[src/rtl/kypd_scan_ctrl_if.sv]
// Keypad scanner bus: matrix drive/sense, key event handshake and overflow status.
// The master drives the rows and consumes events; the slave is the scan controller.
interface kypd_scan_ctrl_if;
  logic [3:0] ROW;
  logic [3:0] COL;
  logic       KEY_READY;
  logic       KEY_VALID;
  logic [3:0] KEY_CODE;
  logic       KEY_HELD;
  logic       CLR_OVF;
  logic       OVERFLOW;

  modport master (
    output ROW, KEY_READY, CLR_OVF,
    input  COL, KEY_VALID, KEY_CODE, KEY_HELD, OVERFLOW
  );

  modport slave (
    input  ROW, KEY_READY, CLR_OVF,
    output COL, KEY_VALID, KEY_CODE, KEY_HELD, OVERFLOW
  );
endinterface

[src/rtl/kypd_scan_ctrl.sv]
// 4x4 keypad scanner: one-cold column sweep, sweep-level debounce, press events
// into a 4-entry FIFO with sticky overflow.
//
// state    | meaning
// ST_DRIVE | column COL driven, settle counter sc runs 0..SETTLE_CYC-1, rows sampled on last count
// ST_EVAL  | one cycle after column 3: compare snapshot with candidate, update debounce/stable
module kypd_scan_ctrl #(
  parameter int SETTLE_CYC   = 4,
  parameter int DEBOUNCE_CNT = 8
) (
  input logic            CLK,
  input logic            ARSTL,
  kypd_scan_ctrl_if.slave kp
);

  typedef enum logic {ST_DRIVE = 1'b0, ST_EVAL = 1'b1} state_t;

  localparam logic [3:0] SC_LAST = 4'(SETTLE_CYC - 1);
  localparam logic [3:0] DC_LAST = 4'(DEBOUNCE_CNT - 1);
  localparam logic [3:0] DC_PRE  = 4'(DEBOUNCE_CNT - 2);
  localparam logic [3:0] COL0    = 4'b1110;

  state_t      r_state, w_state_nxt;
  logic [3:0]  r_sc, w_sc_nxt;
  logic [1:0]  r_c, w_c_nxt;
  logic [3:0]  r_col, w_col_nxt;
  logic        w_capture;
  logic        w_eval;
  logic        w_col_ok;

  logic [15:0] r_snap, r_cand, r_stable;
  logic [3:0]  r_dc;
  logic        w_same;
  logic        w_load_stable;
  logic        w_push;
  logic [3:0]  w_code;
  logic [3:0]  w_idx;

  logic [3:0]  r_mem [4];
  logic [1:0]  r_wr_ptr, r_rd_ptr, w_rd_nxt;
  logic [2:0]  r_count, w_count_nxt;
  logic        r_key_valid;
  logic [3:0]  r_key_code, w_head_nxt;
  logic        r_ovf;
  logic        w_pop, w_full, w_wr, w_drop;

  assign w_col_ok = $onehot(~r_col);

  always_ff @(posedge CLK or negedge ARSTL) begin
    if (!ARSTL) begin
      r_state <= ST_DRIVE;
      r_sc    <= '0;
      r_c     <= '0;
      r_col   <= COL0;
    end else begin
      r_state <= w_state_nxt;
      r_sc    <= w_sc_nxt;
      r_c     <= w_c_nxt;
      r_col   <= w_col_nxt;
    end
  end

  always_comb begin
    w_state_nxt = r_state;
    w_sc_nxt    = r_sc;
    w_c_nxt     = r_c;
    w_col_nxt   = r_col;
    w_capture   = 1'b0;
    w_eval      = 1'b0;
    // A corrupted strobe restarts the sweep rather than driving two columns.
    if (!w_col_ok) begin
      w_state_nxt = ST_DRIVE;
      w_sc_nxt    = '0;
      w_c_nxt     = '0;
      w_col_nxt   = COL0;
    end else begin
      case (r_state)
        ST_DRIVE: begin
          if (r_sc == SC_LAST) begin
            w_capture = 1'b1;
            w_sc_nxt  = '0;
            if (r_c == 2'd3) begin
              w_state_nxt = ST_EVAL;
              w_c_nxt     = '0;
              w_col_nxt   = COL0;
            end else begin
              w_c_nxt   = r_c + 2'd1;
              w_col_nxt = {r_col[2:0], 1'b1};
            end
          end else begin
            w_sc_nxt = r_sc + 4'd1;
          end
        end
        ST_EVAL: begin
          w_eval      = 1'b1;
          w_state_nxt = ST_DRIVE;
        end
        default: w_state_nxt = ST_DRIVE;
      endcase
    end
  end

  assign w_same        = (r_snap == r_cand);
  assign w_load_stable = w_eval && w_same && (r_dc == DC_PRE);
  assign w_push        = w_load_stable && (r_stable == '0) && $onehot(r_cand);

  // Snapshot bit 4*col+row maps to code {row, col}.
  always_comb begin
    w_idx  = '0;
    w_code = '0;
    for (int i = 0; i < 16; i++) begin
      if (r_cand[i]) w_idx = 4'(i);
    end
    w_code = {w_idx[1:0], w_idx[3:2]};
  end

  assign w_pop  = r_key_valid && kp.KEY_READY;
  assign w_full = (r_count == 3'd4);
  assign w_wr   = w_push && (!w_full || w_pop);
  assign w_drop = w_push && w_full && !w_pop;

  always_comb begin
    w_count_nxt = r_count;
    case ({w_wr, w_pop})
      2'b10:   w_count_nxt = r_count + 3'd1;
      2'b01:   w_count_nxt = r_count - 3'd1;
      default: w_count_nxt = r_count;
    endcase
    w_rd_nxt = w_pop ? r_rd_ptr + 2'd1 : r_rd_ptr;
    // Bypass the write when the entry landing at the head is written this cycle.
    if (w_count_nxt == 3'd0)
      w_head_nxt = '0;
    else if (w_wr && (r_wr_ptr == w_rd_nxt))
      w_head_nxt = w_code;
    else
      w_head_nxt = r_mem[w_rd_nxt];
  end

  always_ff @(posedge CLK or negedge ARSTL) begin
    if (!ARSTL) begin
      r_snap      <= '0;
      r_cand      <= '0;
      r_stable    <= '0;
      r_dc        <= '0;
      for (int i = 0; i < 4; i++) r_mem[i] <= '0;
      r_wr_ptr    <= '0;
      r_rd_ptr    <= '0;
      r_count     <= '0;
      r_key_valid <= 1'b0;
      r_key_code  <= '0;
      r_ovf       <= 1'b0;
    end else begin
      if (w_capture) r_snap[{r_c, 2'b00} +: 4] <= ~kp.ROW;
      if (w_eval) begin
        if (!w_same) begin
          r_cand <= r_snap;
          r_dc   <= '0;
        end else if (r_dc != DC_LAST) begin
          r_dc <= r_dc + 4'd1;
        end
      end
      if (w_load_stable) r_stable <= r_cand;
      if (w_wr) begin
        r_mem[r_wr_ptr] <= w_code;
        r_wr_ptr        <= r_wr_ptr + 2'd1;
      end
      r_rd_ptr    <= w_rd_nxt;
      r_count     <= w_count_nxt;
      r_key_valid <= (w_count_nxt != 3'd0);
      r_key_code  <= w_head_nxt;
      if (w_drop)
        r_ovf <= 1'b1;
      else if (kp.CLR_OVF)
        r_ovf <= 1'b0;
    end
  end

  assign kp.COL       = r_col;
  assign kp.KEY_VALID = r_key_valid;
  assign kp.KEY_CODE  = r_key_code;
  assign kp.KEY_HELD  = $onehot(r_stable);
  assign kp.OVERFLOW  = r_ovf;

endmodule

[src/flat_wrapper.sv]
// flat-port wrapper written by rule: the top's interface ports become plain ports
module kypd_scan_ctrl_flat 
#(
  parameter int SETTLE_CYC   = 4,
  parameter int DEBOUNCE_CNT = 8
)
  (CLK, ARSTL, kp_ROW, kp_KEY_READY, kp_CLR_OVF, kp_COL, kp_KEY_VALID, kp_KEY_CODE, kp_KEY_HELD, kp_OVERFLOW);
  kypd_scan_ctrl_if kp_i ();
  input logic CLK;
  input logic ARSTL;
  input wire logic [$bits(kp_i.ROW)-1:0] kp_ROW;
  input wire logic [$bits(kp_i.KEY_READY)-1:0] kp_KEY_READY;
  input wire logic [$bits(kp_i.CLR_OVF)-1:0] kp_CLR_OVF;
  output wire logic [$bits(kp_i.COL)-1:0] kp_COL;
  output wire logic [$bits(kp_i.KEY_VALID)-1:0] kp_KEY_VALID;
  output wire logic [$bits(kp_i.KEY_CODE)-1:0] kp_KEY_CODE;
  output wire logic [$bits(kp_i.KEY_HELD)-1:0] kp_KEY_HELD;
  output wire logic [$bits(kp_i.OVERFLOW)-1:0] kp_OVERFLOW;
  assign kp_i.ROW = kp_ROW;
  assign kp_i.KEY_READY = kp_KEY_READY;
  assign kp_i.CLR_OVF = kp_CLR_OVF;
  assign kp_COL = kp_i.COL;
  assign kp_KEY_VALID = kp_i.KEY_VALID;
  assign kp_KEY_CODE = kp_i.KEY_CODE;
  assign kp_KEY_HELD = kp_i.KEY_HELD;
  assign kp_OVERFLOW = kp_i.OVERFLOW;
  kypd_scan_ctrl #(.SETTLE_CYC(SETTLE_CYC), .DEBOUNCE_CNT(DEBOUNCE_CNT)) u_core (.CLK(CLK), .ARSTL(ARSTL), .kp(kp_i));
endmodule
[config.mk]
export PLATFORM = sky130hd
export DESIGN_NAME = kypd_scan_ctrl_flat
export DESIGN_NICKNAME = d
export VERILOG_FILES = /design/src/rtl/kypd_scan_ctrl_if.sv /design/src/rtl/kypd_scan_ctrl.sv /design/src/flat_wrapper.sv
export SDC_FILE = /design/constraint.sdc
export NUM_CORES = 1
export LEC_CHECK = 0
export ABC_AREA = 1
export CORE_ASPECT_RATIO = 0.9
export CORE_MARGIN = 8
export CORE_UTILIZATION = 33
export DETAILED_ROUTE_END_ITERATION = 8
export PLACE_DENSITY_LB_ADDON = 0.3
export RECOVER_POWER = 100
export SYNTH_ARGS = -nofsm -noshare
export SYNTH_HDL_FRONTEND = slang
export SYNTH_SLANG_ARGS = --single-unit
[constraint.sdc]
create_clock -name CLK -period 5.5 [get_ports CLK]
set_input_delay 0.55 -clock CLK [delete_from_list [all_inputs] [get_ports CLK]]
set_output_delay 0.55 -clock CLK [all_outputs]
set_load 0.1 [all_outputs]
==> impl_metrics.env <==
export IMPL_status="finished, violations left"
export IMPL_violations="max-capacitance violations, max-slew violations"
export IMPL_cts_root_buf="clkbuf_16"
export IMPL_hp_start="u_core.r_mem[10]$_DFFE_PN0P_"
export IMPL_clock_path_buffers=2
export IMPL_ant_nets=0
export IMPL_fin_crit_ns=5.408
export IMPL_clk_latency_ns=0.36
export IMPL_worstReg2RegEnd="u_core.kp.KEY_CODE[1]$_DFF_PN0_"
export IMPL_ys_warn_count=0
export IMPL_synth_edf_count=0
export IMPL_slowest_stage="fa_1"
export IMPL_path_max_fanout=4
export IMPL_firstDrtPassIters=4
export IMPL_worst_endpoint_arrival_ns=5.61
export IMPL_regToRegStartpoint="u_core.r_cand[9]$_DFFE_PN0P_"
export IMPL_grt_pass1_vias=4243
export IMPL_rr_worst_depth=24
export IMPL_htreeDepth=3
export IMPL_hold_ws_ns=0.4810
export IMPL_drv_slew=77
export IMPL_max_freq_mhz=184.9
export IMPL_wl_per_cell_um=12.47
export IMPL_leakagePower_nw=3.441
export IMPL_overflow=0
export IMPL_start_util_pct=33.24
export IMPL_core_area_um2=17440
export IMPL_dieWidth_um=155.7
export IMPL_die_area_um2=22070
export IMPL_worst_pin_slew_ns=2.322
export IMPL_drc_errors=0
export IMPL_skew_ns=0.01221
export IMPL_syn_avg_cell_area_um2=8.678
export IMPL_peakVddDrop_uv=159.0
export IMPL_worstPathCellList="ha_2, inv_2, fa_1, fa_1, fa_1, inv_2, fa_1, ha_2, fa_1, nor4_2, nand3_1, a21oi_1, buf_4, nand3_4, ha_4, inv_4, fa_2, o21ai_1, a21oi_1, xor2_1, nor3_2, inv_2, nand2_1, a21oi_1"
export IMPL_start_kind="flip-flop"
export IMPL_synth_area_um2=5797
export IMPL_crit_type="flip-flop to flip-flop"
export IMPL_synth_distinct_cells=39
export IMPL_whs_endpoint="u_core.r_mem[10]$_DFFE_PN0P_"
export IMPL_endpoint_kind="flip-flop"
export IMPL_finalCritPeriodShare_pct=98.33
export IMPL_syn_nets=754
export IMPL_grt_max_degree=52
export IMPL_layout_nets=811
export IMPL_drive_above_1_share_pct=12.05
export IMPL_hold_viol=0
export IMPL_areaGrowthSynthToFinish_pct=17.87
export IMPL_cts_tree="yes"
export IMPL_viasPerCell=4.327
export IMPL_required_ns=5.70
export IMPL_dpl_hpwl_um=9156
export IMPL_synthArstFlopShare_pct=100.0
export IMPL_portBuffers=18
export IMPL_seq_area_frac_synth_pct=39.78
export IMPL_fp_row_count=46
export IMPL_ys_ff_latch=92
export IMPL_routed_wl_um=12100
export IMPL_io_pins=19
export IMPL_drv_cap=2
export IMPL_cts_hold_buf=0
export IMPL_setup_viol=0
export IMPL_whs_path_depth=2
export IMPL_fin_util_pct=39.18
export IMPL_max_slew_margin_pct=-54.78
export IMPL_antenna_found_initial=0
export IMPL_antenna_cells=0
export IMPL_synth_main_ff_cell="dfrtp_1"
export IMPL_place_congestion=0.7804
export IMPL_drt_iter0_markers=218
export IMPL_clkTransAtPathRegs_ns=0.07
export IMPL_grt_pass1_wl_um=21070
export IMPL_track_usage_pct=12.03
export IMPL_r2r_slack_ns=0.09
export IMPL_power_density_nw_per_um2=252.9
export IMPL_vias=4197
export IMPL_max_stage_delay_ns=0.56
export IMPL_synthCells=668
export IMPL_fp_dieH_um=141.7
export IMPL_cts_sinks=92
export IMPL_holdCritPathClass="flip-flop to flip-flop"
export IMPL_cts_buffers=9
export IMPL_path_common_cell="fa_1"
export IMPL_rsz0062_at_grt="true"
-- synthesized netlist by cell type, types with 4 or more instances --
library cell  instances  area share (%)
nand2_4               4            0.78
nor2_1               40             2.6
o21ai_0              58             5.0
xor2_1               18             2.7
buf_2                 5            0.43
inv_1               122             7.9
nand2_1             139             9.0
nor4_1                6            0.65
nor3_1               12             1.0
fa_1                 24             8.3
a21oi_1              19             1.6
nand3_1              13             1.1
nand4_1               8            0.86
o21ai_1              16             1.4
ha_1                 54              12
inv_2                 5            0.32
dfrtp_1              89              38
-- registers in the layout (all words and copies together), names as in the netlist --
register and count:
u_core.r_mem 16, u_core.kp.OVERFLOW 1, u_core.r_snap 16, u_core.r_dc 4, u_core.r_wr_ptr 2, u_core.kp.KEY_CODE 4, u_core.r_cand 16, u_core.r_sc 4
u_core.r_stable 16, u_core.r_c 2, u_core.r_count 3, u_core.kp.COL 4, u_core.r_state 1, u_core.kp.KEY_VALID 1, u_core.r_rd_ptr 2
-- cells by family (layout without fill, tap and decap cells) --
group	after synthesis	in the layout	synth area share (%)
DFF	92	92	39.78
buffers and inverters	138	200	9.130
and+or+nand+nor	235	235	18.26
muxes	1	1	0.1942
adders and majority gates	78	78	19.94
xor gates and xnor gates	20	20	3.151
AOI/OAI and AO/OA	104	104	9.540
-- through the flow --
stage	power [mW]	instances	setup slack, ns	setup TNS (ns)	cell area (um2)
6_report	1.728	970	0.09200	0	6833
3_3_place_gp	1.057	946	0.009570	0	6462
2_1_floorplan	0.9330	668	0.01640	0	5801
4_1_cts	1.725	966	0.005387	0	6803
3_5_place_dp	1.060	946	-0.1238	-0.3733	6462
5_1_grt	1.829	970	-0.1972	-0.7619	6833
-- how the worst max path moves through the flow --
stage                                   from                              end  cells after the start
4_1_cts         u_core.r_cand[2]$_DFFE_PN0P_  u_core.kp.KEY_CODE[0]$_DFF_PN0_                     24
5_1_grt         u_core.r_cand[9]$_DFFE_PN0P_  u_core.kp.KEY_CODE[2]$_DFF_PN0_                     24
6_report        u_core.r_cand[9]$_DFFE_PN0P_  u_core.kp.KEY_CODE[1]$_DFF_PN0_                     24
2_1_floorplan  u_core.r_cand[14]$_DFFE_PN0P_  u_core.kp.KEY_CODE[1]$_DFF_PN0_                     23
3_3_place_gp   u_core.r_cand[14]$_DFFE_PN0P_  u_core.kp.KEY_CODE[1]$_DFF_PN0_                     24
3_5_place_dp   u_core.r_cand[14]$_DFFE_PN0P_  u_core.kp.KEY_CODE[1]$_DFF_PN0_                     24
-- cell usage in the layout (no fill, tap or decap), types with 9 or more instances in the layout --
master,n
nor3_1,11
nand4_1,9
dlygate4sd3_1,10
clkbuf_16,9
o21ai_0,60
a21oi_1,18
inv_1,115
nand2_1,140
nor2_1,42
fa_1,20
dfrtp_1,89
inv_2,11
o21ai_1,14
xor2_1,18
nand3_1,13
ha_1,49
buf_4,35
-- repair_timing --
action                                  CTS  global route
endpoints found under the hold margin     0             0
gates resized for setup                   3            18
setup buffers                             4             4
endpoints found under the setup margin    4             5
pin swaps                                 6            18
-- where the power goes --
group          switching [mW]  internal [mW]
combinational           0.198          0.198
sequential             0.0114          0.689
clock                   0.268          0.364
total                   0.477           1.25
-- cell type report --
type,count,area [um2]
Multi-Input combinational cell,438,2983
Fill cell,1765,10610
Tap cell,240,300.3
Clock buffer,12,246.5
Inverter,130,495.5
Timing Repair Buffer,54,451.7
Clock inverter,4,50.05
Sequential cell,92,2306
-- critical path, delay by kind of cell (launching register included) --
kind                       cells  cell delay (ns)
buffers and inverters          5             0.35
DFF                            1             0.42
xor gates and xnor gates       1             0.12
AOI/OAI and AO/OA              4             0.38
adders and majority gates      9             3.24
and+or+nand+nor                5             0.74
-- metal layers --
metal	up-vias	track usage, %	part of all wire, %
met5	-	0	0
met4	0	4.388	1.7
met3	14	2.463	2.3
met2	41	17.27	41
met1	1903	17.41	55
li1	2239	-	-
No activity file was read; power rests on OpenSTA's default activity.
